--- src/rtl/stream_ctrl_mc.sv ---
// stream_ctrl_mc -- multi-channel whole-frame stream start/stop controller.
//
// Sits in the sensor pixel clock domain between the deserialiser and the sync
// buffer. Each frame is either forwarded whole or dropped whole. The decision
// is taken once, at the fval rising edge, from the registered enable term
// (se & acq & encrypt). In SINGLE_FRAME mode each rising edge of acq arms
// exactly one frame. Input-to-output latency is 2 cycles: stage 1 registers
// the inputs and stage 2 is the output register.
//
// Optional feature, macro STREAM_CTRL_MC_BLANK_CHECK_EN: a frame that starts
// after fewer than MIN_BLANK fval-low cycles is dropped. o_blank_err pulses for
// one cycle when such a frame would otherwise have been passed. Without the
// macro any blanking length is accepted and o_blank_err is constant 0.
//
// Ports:
//   clk_sensor_pix      sensor pixel clock (rising edge)
//   reset_sensor_n      asynchronous active-low reset
//   i_fval / i_lval     frame / line valid from the sensor
//   iv_pix_data         CHANNEL_NUM x DATA_WIDTH pixels, channel 0 in the LSBs
//   i_stream_enable, i_acquisition_start, i_encrypt_state   enable levels
//   o_fval / o_lval     gated frame / line valid
//   ov_pix_data         gated pixels, zero when not passing
//   o_full_frame_state  high while a passed frame is in flight
//   ov_frame_cnt        completed passed frames, wraps
//   o_blank_err         one-cycle blanking-violation pulse

// Per-channel data path: stage-1 capture, then gated output register.
module stream_ctrl_mc_lane #(
  parameter int DATA_WIDTH = 10
) (
  input  logic                  clk_sensor_pix,
  input  logic                  reset_sensor_n,
  input  logic [DATA_WIDTH-1:0] iv_pix,
  input  logic                  i_pass,
  output logic [DATA_WIDTH-1:0] ov_pix
);
  logic [DATA_WIDTH-1:0] r_pix1, r_pix2;

  always_ff @(posedge clk_sensor_pix or negedge reset_sensor_n) begin
    if (!reset_sensor_n) begin
      r_pix1 <= '0;
      r_pix2 <= '0;
    end else begin
      r_pix1 <= iv_pix;
      r_pix2 <= i_pass ? r_pix1 : '0;
    end
  end

  assign ov_pix = r_pix2;
endmodule

module stream_ctrl_mc #(
  parameter int    DATA_WIDTH   = 10,
  parameter int    CHANNEL_NUM  = 1,
  parameter string ACQ_MODE     = "CONTINUOUS",
  parameter int    FRAME_CNT_WD = 16,
  parameter int    MIN_BLANK    = 3
) (
  input  logic                              clk_sensor_pix,
  input  logic                              reset_sensor_n,
  input  logic                              i_fval,
  input  logic                              i_lval,
  input  logic [DATA_WIDTH*CHANNEL_NUM-1:0] iv_pix_data,
  input  logic                              i_stream_enable,
  input  logic                              i_acquisition_start,
  input  logic                              i_encrypt_state,
  output logic                              o_fval,
  output logic                              o_lval,
  output logic [DATA_WIDTH*CHANNEL_NUM-1:0] ov_pix_data,
  output logic                              o_full_frame_state,
  output logic [FRAME_CNT_WD-1:0]           ov_frame_cnt,
  output logic                              o_blank_err
);
  localparam bit SINGLE = (ACQ_MODE == "SINGLE_FRAME");

  typedef enum logic [1:0] {S_IDLE, S_PASS, S_SKIP} state_t;
  state_t r_state, w_state_nxt;

  logic r_fval1, r_fval2, r_lval1, r_en1, r_acq1, r_acq2, r_armed;
  logic r_fval_o, r_lval_o, r_ffs, r_blank_err;
  logic [FRAME_CNT_WD-1:0] r_frame_cnt;
  logic w_start, w_gate, w_blank_ok, w_enter_pass, w_frame_done, w_blank_err;
  logic w_acq_rise, w_pass_nxt;
  logic [CHANNEL_NUM-1:0][DATA_WIDTH-1:0] w_pix_in, w_pix_out;

  // Stage 1. fval_r1/fval_r2 come out of reset as 1 so that a reset released
  // mid-frame never looks like a frame start; the next start needs a real low.
  always_ff @(posedge clk_sensor_pix or negedge reset_sensor_n) begin
    if (!reset_sensor_n) begin
      r_fval1 <= 1'b1;
      r_fval2 <= 1'b1;
      r_lval1 <= 1'b0;
      r_en1   <= 1'b0;
      r_acq1  <= 1'b0;
      r_acq2  <= 1'b0;
    end else begin
      r_fval1 <= i_fval;
      r_fval2 <= r_fval1;
      r_lval1 <= i_lval;
      r_en1   <= i_stream_enable & i_acquisition_start & i_encrypt_state;
      r_acq1  <= i_acquisition_start;
      r_acq2  <= r_acq1;
    end
  end

  assign w_start    = r_fval1 & ~r_fval2;
  assign w_acq_rise = r_acq1 & ~r_acq2;
  assign w_gate     = r_en1 & (SINGLE ? r_armed : 1'b1);

`ifdef STREAM_CTRL_MC_BLANK_CHECK_EN
  localparam int BW = (MIN_BLANK < 1) ? 1 : $clog2(MIN_BLANK + 1);
  logic [BW-1:0] r_blank_cnt;

  // Counts fval_r1-low cycles, saturating; holds the gap length at the start edge.
  always_ff @(posedge clk_sensor_pix or negedge reset_sensor_n) begin
    if (!reset_sensor_n)                 r_blank_cnt <= BW'(MIN_BLANK);
    else if (r_fval1)                    r_blank_cnt <= '0;
    else if (r_blank_cnt < BW'(MIN_BLANK)) r_blank_cnt <= r_blank_cnt + 1'b1;
  end

  assign w_blank_ok = (r_blank_cnt >= BW'(MIN_BLANK));
`else
  // No blanking check: every gap length is accepted.
  assign w_blank_ok = (MIN_BLANK >= 0) | 1'b1;
`endif

  // Next-state logic. PASS/SKIP leave on the fval_r1 fall; a new start edge
  // needs at least one low cycle, so it always lands in IDLE.
  always_comb begin
    w_state_nxt  = r_state;
    w_enter_pass = 1'b0;
    w_frame_done = 1'b0;
    w_blank_err  = 1'b0;
    case (r_state)
      S_IDLE: if (w_start) begin
        w_blank_err = w_gate & ~w_blank_ok;
        if (w_gate && w_blank_ok) begin
          w_state_nxt  = S_PASS;
          w_enter_pass = 1'b1;
        end else begin
          w_state_nxt  = S_SKIP;
        end
      end
      S_PASS: if (!r_fval1) begin
        w_state_nxt  = S_IDLE;
        w_frame_done = 1'b1;
      end
      S_SKIP: if (!r_fval1) w_state_nxt = S_IDLE;
      default: w_state_nxt = S_IDLE;
    endcase
  end

  assign w_pass_nxt = (w_state_nxt == S_PASS) & r_fval1;

  always_ff @(posedge clk_sensor_pix or negedge reset_sensor_n) begin
    if (!reset_sensor_n) begin
      r_state     <= S_IDLE;
      r_armed     <= 1'b0;
      r_fval_o    <= 1'b0;
      r_lval_o    <= 1'b0;
      r_ffs       <= 1'b0;
      r_blank_err <= 1'b0;
      r_frame_cnt <= '0;
    end else begin
      r_state     <= w_state_nxt;
      // A new acq edge in the same cycle as a PASS entry re-arms for the next frame.
      r_armed     <= w_acq_rise | (r_armed & ~w_enter_pass);
      r_fval_o    <= w_pass_nxt;
      r_lval_o    <= w_pass_nxt & r_lval1;
      r_ffs       <= (w_state_nxt == S_PASS);
      r_blank_err <= w_blank_err;
      if (w_frame_done) r_frame_cnt <= r_frame_cnt + 1'b1;
    end
  end

  assign w_pix_in = iv_pix_data;

  for (genvar g = 0; g < CHANNEL_NUM; g++) begin : g_lane
    stream_ctrl_mc_lane #(.DATA_WIDTH(DATA_WIDTH)) u_lane (
      .clk_sensor_pix (clk_sensor_pix),
      .reset_sensor_n (reset_sensor_n),
      .iv_pix         (w_pix_in[g]),
      .i_pass         (w_pass_nxt),
      .ov_pix         (w_pix_out[g])
    );
  end

  assign o_fval             = r_fval_o;
  assign o_lval             = r_lval_o;
  assign ov_pix_data        = w_pix_out;
  assign o_full_frame_state = r_ffs;
  assign ov_frame_cnt       = r_frame_cnt;
  assign o_blank_err        = r_blank_err;
endmodule

--- config.mk ---
export PLATFORM = sky130hd
export DESIGN_NAME = stream_ctrl_mc
export DESIGN_NICKNAME = d
export VERILOG_FILES = /design/src/rtl/stream_ctrl_mc.sv
export SDC_FILE = /design/constraint.sdc
export NUM_CORES = 1
export LEC_CHECK = 0
export BUFFER_PORTS_ARGS = -buffer_cell sky130_fd_sc_hd__buf_2
export CORE_MARGIN = 4
export CORE_UTILIZATION = 51
export DETAILED_ROUTE_END_ITERATION = 16
export GPL_TIMING_DRIVEN = 0
export PLACE_DENSITY = 0.78
export SLEW_MARGIN = 20
export SYNTH_ARGS = -nofsm -noshare
export SYNTH_HDL_FRONTEND = slang
export SYNTH_SLANG_ARGS = --single-unit
--- constraint.sdc ---
create_clock -name clk_sensor_pix -period 1.67 [get_ports clk_sensor_pix]
set_input_delay 0.4175 -clock clk_sensor_pix [delete_from_list [all_inputs] [get_ports clk_sensor_pix]]
set_output_delay 0.4175 -clock clk_sensor_pix [all_outputs]
set_load 0.01 [all_outputs]
==> flow_summary_export.csv <==
group,metric,value,unit
place,dpl.hpwl,2.180,mm
pwr,leakage,1.118,nW
pwr,p_int,1.628,mW
sta,finalSetupViolCount,0,
route,via_per_inst,4.979,
synth,synth-seq-cells,45,
die,core,3153,sq um
grt,first_global_vias,1176,
pwr,ir_drop,0.6785,mV
final_layout,final_cell_area,2152,sq um
pwr,clock_power_share,23.4,%
sta,finClkSkew,0.01727,ns
final_layout,drive_gt1_share,43.92,%
final_layout,fill_cells,252,
cts,clock_sinks,45,
critical_path,cpLargestDelayFamily,"flip-flops",
critical_path,critPathSlowestCell,"dfrtp_1",
grt,grtUsageTotal,15.57,%
route,first_pass_iters,4,
critical_path,path_buf_inv,2,
place,port_buffers,45,
final_layout,seqCellArea,1129,sq um
route,drt_first_iter_violations,26,
critical_path,crit_type,"flop to flop",
cts,cts_hold_buf,0,
critical_path,worstPathArrival,1.90,ns
sta,max_freq,618.0,MHz
synth,post_synth_inst_count,129,
route,wl_per_cell,13.83,um
final_layout,final_common_cell,"buf_2",
route,num_vias,1160,
place,placed_area,2006,sq um
die,dieArea,4378,sq um
synth,yosys_warnings,0,
critical_path,critPathCaptureType,"flop",
worst_hold_path,hold_path_class,"input port to flop",
sta,maxSlewHeadroom,37.73,%
sta,hold_viol,0,
cts,clk_pin_slew,0.13,ns
cts,cts_buffer_depth,2,
pwr,p_seq_share,52.8,%
sta,finalSetupTns,0,ns
cts,htreeDepth,2,
critical_path,worstSetupStartpointType,"flop",
sta,post-route-min-period,1.618,ns
pwr,p_comb_share,23.8,%
route,drc,0,
cts,clock_latency,0.36,ns
synth,syn_area_per_cell,13.38,sq um
grt,grt_max_degree,46,
cts,cts_buffers,5,
critical_path,r2r_slack,0.05,ns
synth,synth_largest_area_cell,"dfrtp_1",
die,std_cell_rows,20,
grt,antenna_found_initial,0,
job,drv_cap,0,
sta,worst_slew_pin_slew,0.9340,ns
sta,maxSlewViolCount,0,
pwr,switchingPower,0.6898,mW
route,ant_nets,0,
die,num_io_pins,47,
synth,yosysTopAreaCellShare,62.36,%
critical_path,crit_chain,"inv_1, ha_2, nand3_1, a31o_4, buf_6, nor3_2",
final_layout,layout_common_cells,"buf_2, dfrtp_1, nand2_1",
grt,grt_first_pass_wirelength,5.112,mm
synth,yosysSeqAreaShare,65.41,%
die,fp.dieH,66.17,um
route,wl,3.223,mm
critical_path,slowest_delay,0.42,ns
final_layout,multi_input_area,565.5,sq um
sta,fin_crit_sh,96.89,%
synth,synth_area_leaders,"dfrtp_1, xnor2_1, nor3_2",
synth,synth_cell_types,31,
die,start_util,54.72,%
pwr,p_sw_share,29.76,%
cts,clockRootBuffer,"clkbuf_4",
die,die_w,66.17,um
pwr,total_power,2.318,mW
critical_path,cp.required,1.95,ns
critical_path,worstPathMaxFanout,10,
final_layout,num_antenna_cells,0,
synth,netlist_area,1725,sq um
outcome,status,"finished clean",
synth,synth_fp_nets,150,
final_layout,nets,209,
place,place.gp.congestion,0.7229,
cts,cts_tree,"yes",
grt,grt-ovfl-total,0,
pwr,powerDensity,1077,nW/um^2
final_layout,areaGrowthSynthToFinish,24.73,%
-- power groups by stage --
stage / Sequential [mW] / Clock, mW / Combinational [mW]
floorplan: 1.26 / 0 / 0.247
global placement: 1.24 / 0 / 0.385
detailed placement: 1.25 / 0 / 0.405
CTS: 1.22 / 0.561 / 0.416
global route: 1.24 / 0.611 / 0.597
finish: 1.22 / 0.542 / 0.552
-- state kept, by name, summed over array words and instances (netlist names) --
signal and cells:
o_lval 1, r_fval2 1, r_en1 1, g_lane.u_lane.ov_pix 10, o_full_frame_state 1, g_lane.u_lane.r_pix1 10
r_state 2, ov_frame_cnt 16, r_lval1 1, o_fval 1, r_fval1 1
-- metal layers --
metal / routed length (um) / vias to the layer above / share of wire, % / global-route usage (%)
met4: 34 / 0 / 1.1 / 5.330
met2: 1682 / 33 / 52 / 27.39
met3: 234 / 6 / 7.3 / 5.612
li1: - / 548 / - / -
met5: 0 / - / 0 / 0
met1: 1272 / 573 / 39 / 17.25
-- area by class of cell --
| class | count | share of cell area, % |
|---|---|---|
| sequential | 45 | 52.44 |
| multi-input combinational | 75 | 26.28 |
| timing repair buffer | 52 | 12.91 |
| tap | 44 | 2.558 |
| clock buffer | 6 | 2.384 |
| buffer | 5 | 2.093 |
| inverter | 4 | 0.6977 |
| clock inverter | 2 | 0.6395 |
-- metrics by stage --
step	hold slack, ns	setup WS [ns]	util (%)	std cells
global route	0.1202	-0.04890	68.25	233
global placement	0.3616	0.1154	63.61	218
detailed placement	0.3652	0.03571	63.61	218
floorplan	0.1219	0.2132	-	129
finish	0.1529	0.05191	68.25	233
CTS	0.1336	0.01851	65.91	227
-- synthesized netlist by cell type --
cell type / number
a21oi_1: 1
a31o_2: 1
a31oi_1: 1
and2b_2: 1
and3_1: 2
and4_1: 2
and4b_1: 1
buf_4: 2
buf_6: 2
clkbuf_1: 1
conb_1: 1
dfrtp_1: 43
dfstp_2: 2
ha_1: 4
inv_1: 3
inv_2: 1
mux2_2: 1
nand2_1: 16
nand3_1: 3
nand3b_1: 1
nand4_1: 6
nand4b_1: 1
nor2_1: 1
nor2_2: 1
nor2b_1: 1
nor3_1: 3
nor3_2: 9
nor4bb_1: 1
o211ai_1: 2
xnor2_1: 12
xor2_1: 3
-- cells by family (layout without fill, tap and decap cells) --
group | count (synthesis) | in the layout | synth area share [%]
DFF | 45 | 45 | 65.41
xor gates and xnor gates | 15 | 15 | 7.614
other | 1 | 1 | 0.2173
and+or+nand+nor | 49 | 49 | 17.91
buffers and inverters | 9 | 69 | 3.262
muxes | 1 | 1 | 0.6526
AOI/OAI and AO/OA | 5 | 5 | 2.030
adders and majority gates | 4 | 4 | 2.901
-- what timing repair did --
action	in CTS	in global routing
gates resized for setup	0	8
cloned	0	1
pin swaps	0	0
buffers inserted	1	5
setup endpoints to repair	1	13
-- worst paths after layout --
check	startpoint	endpoint	depth (start not counted)
worst max-delay path	r_state[1]	g_lane[0].u_lane.ov_pix[7]	6
worst min-delay path	i_fval	r_fval1	1
worst max register to register	r_state[1]	g_lane[0].u_lane.ov_pix[7]	6
worst min register to register	r_fval1	r_fval2	0
max in group asynchronous	reset_sensor_n	g_lane[0].u_lane.ov_pix[9]	1
min in group asynchronous	reset_sensor_n	ov_frame_cnt[4]	1
Power figures use the tool's default switching activity.
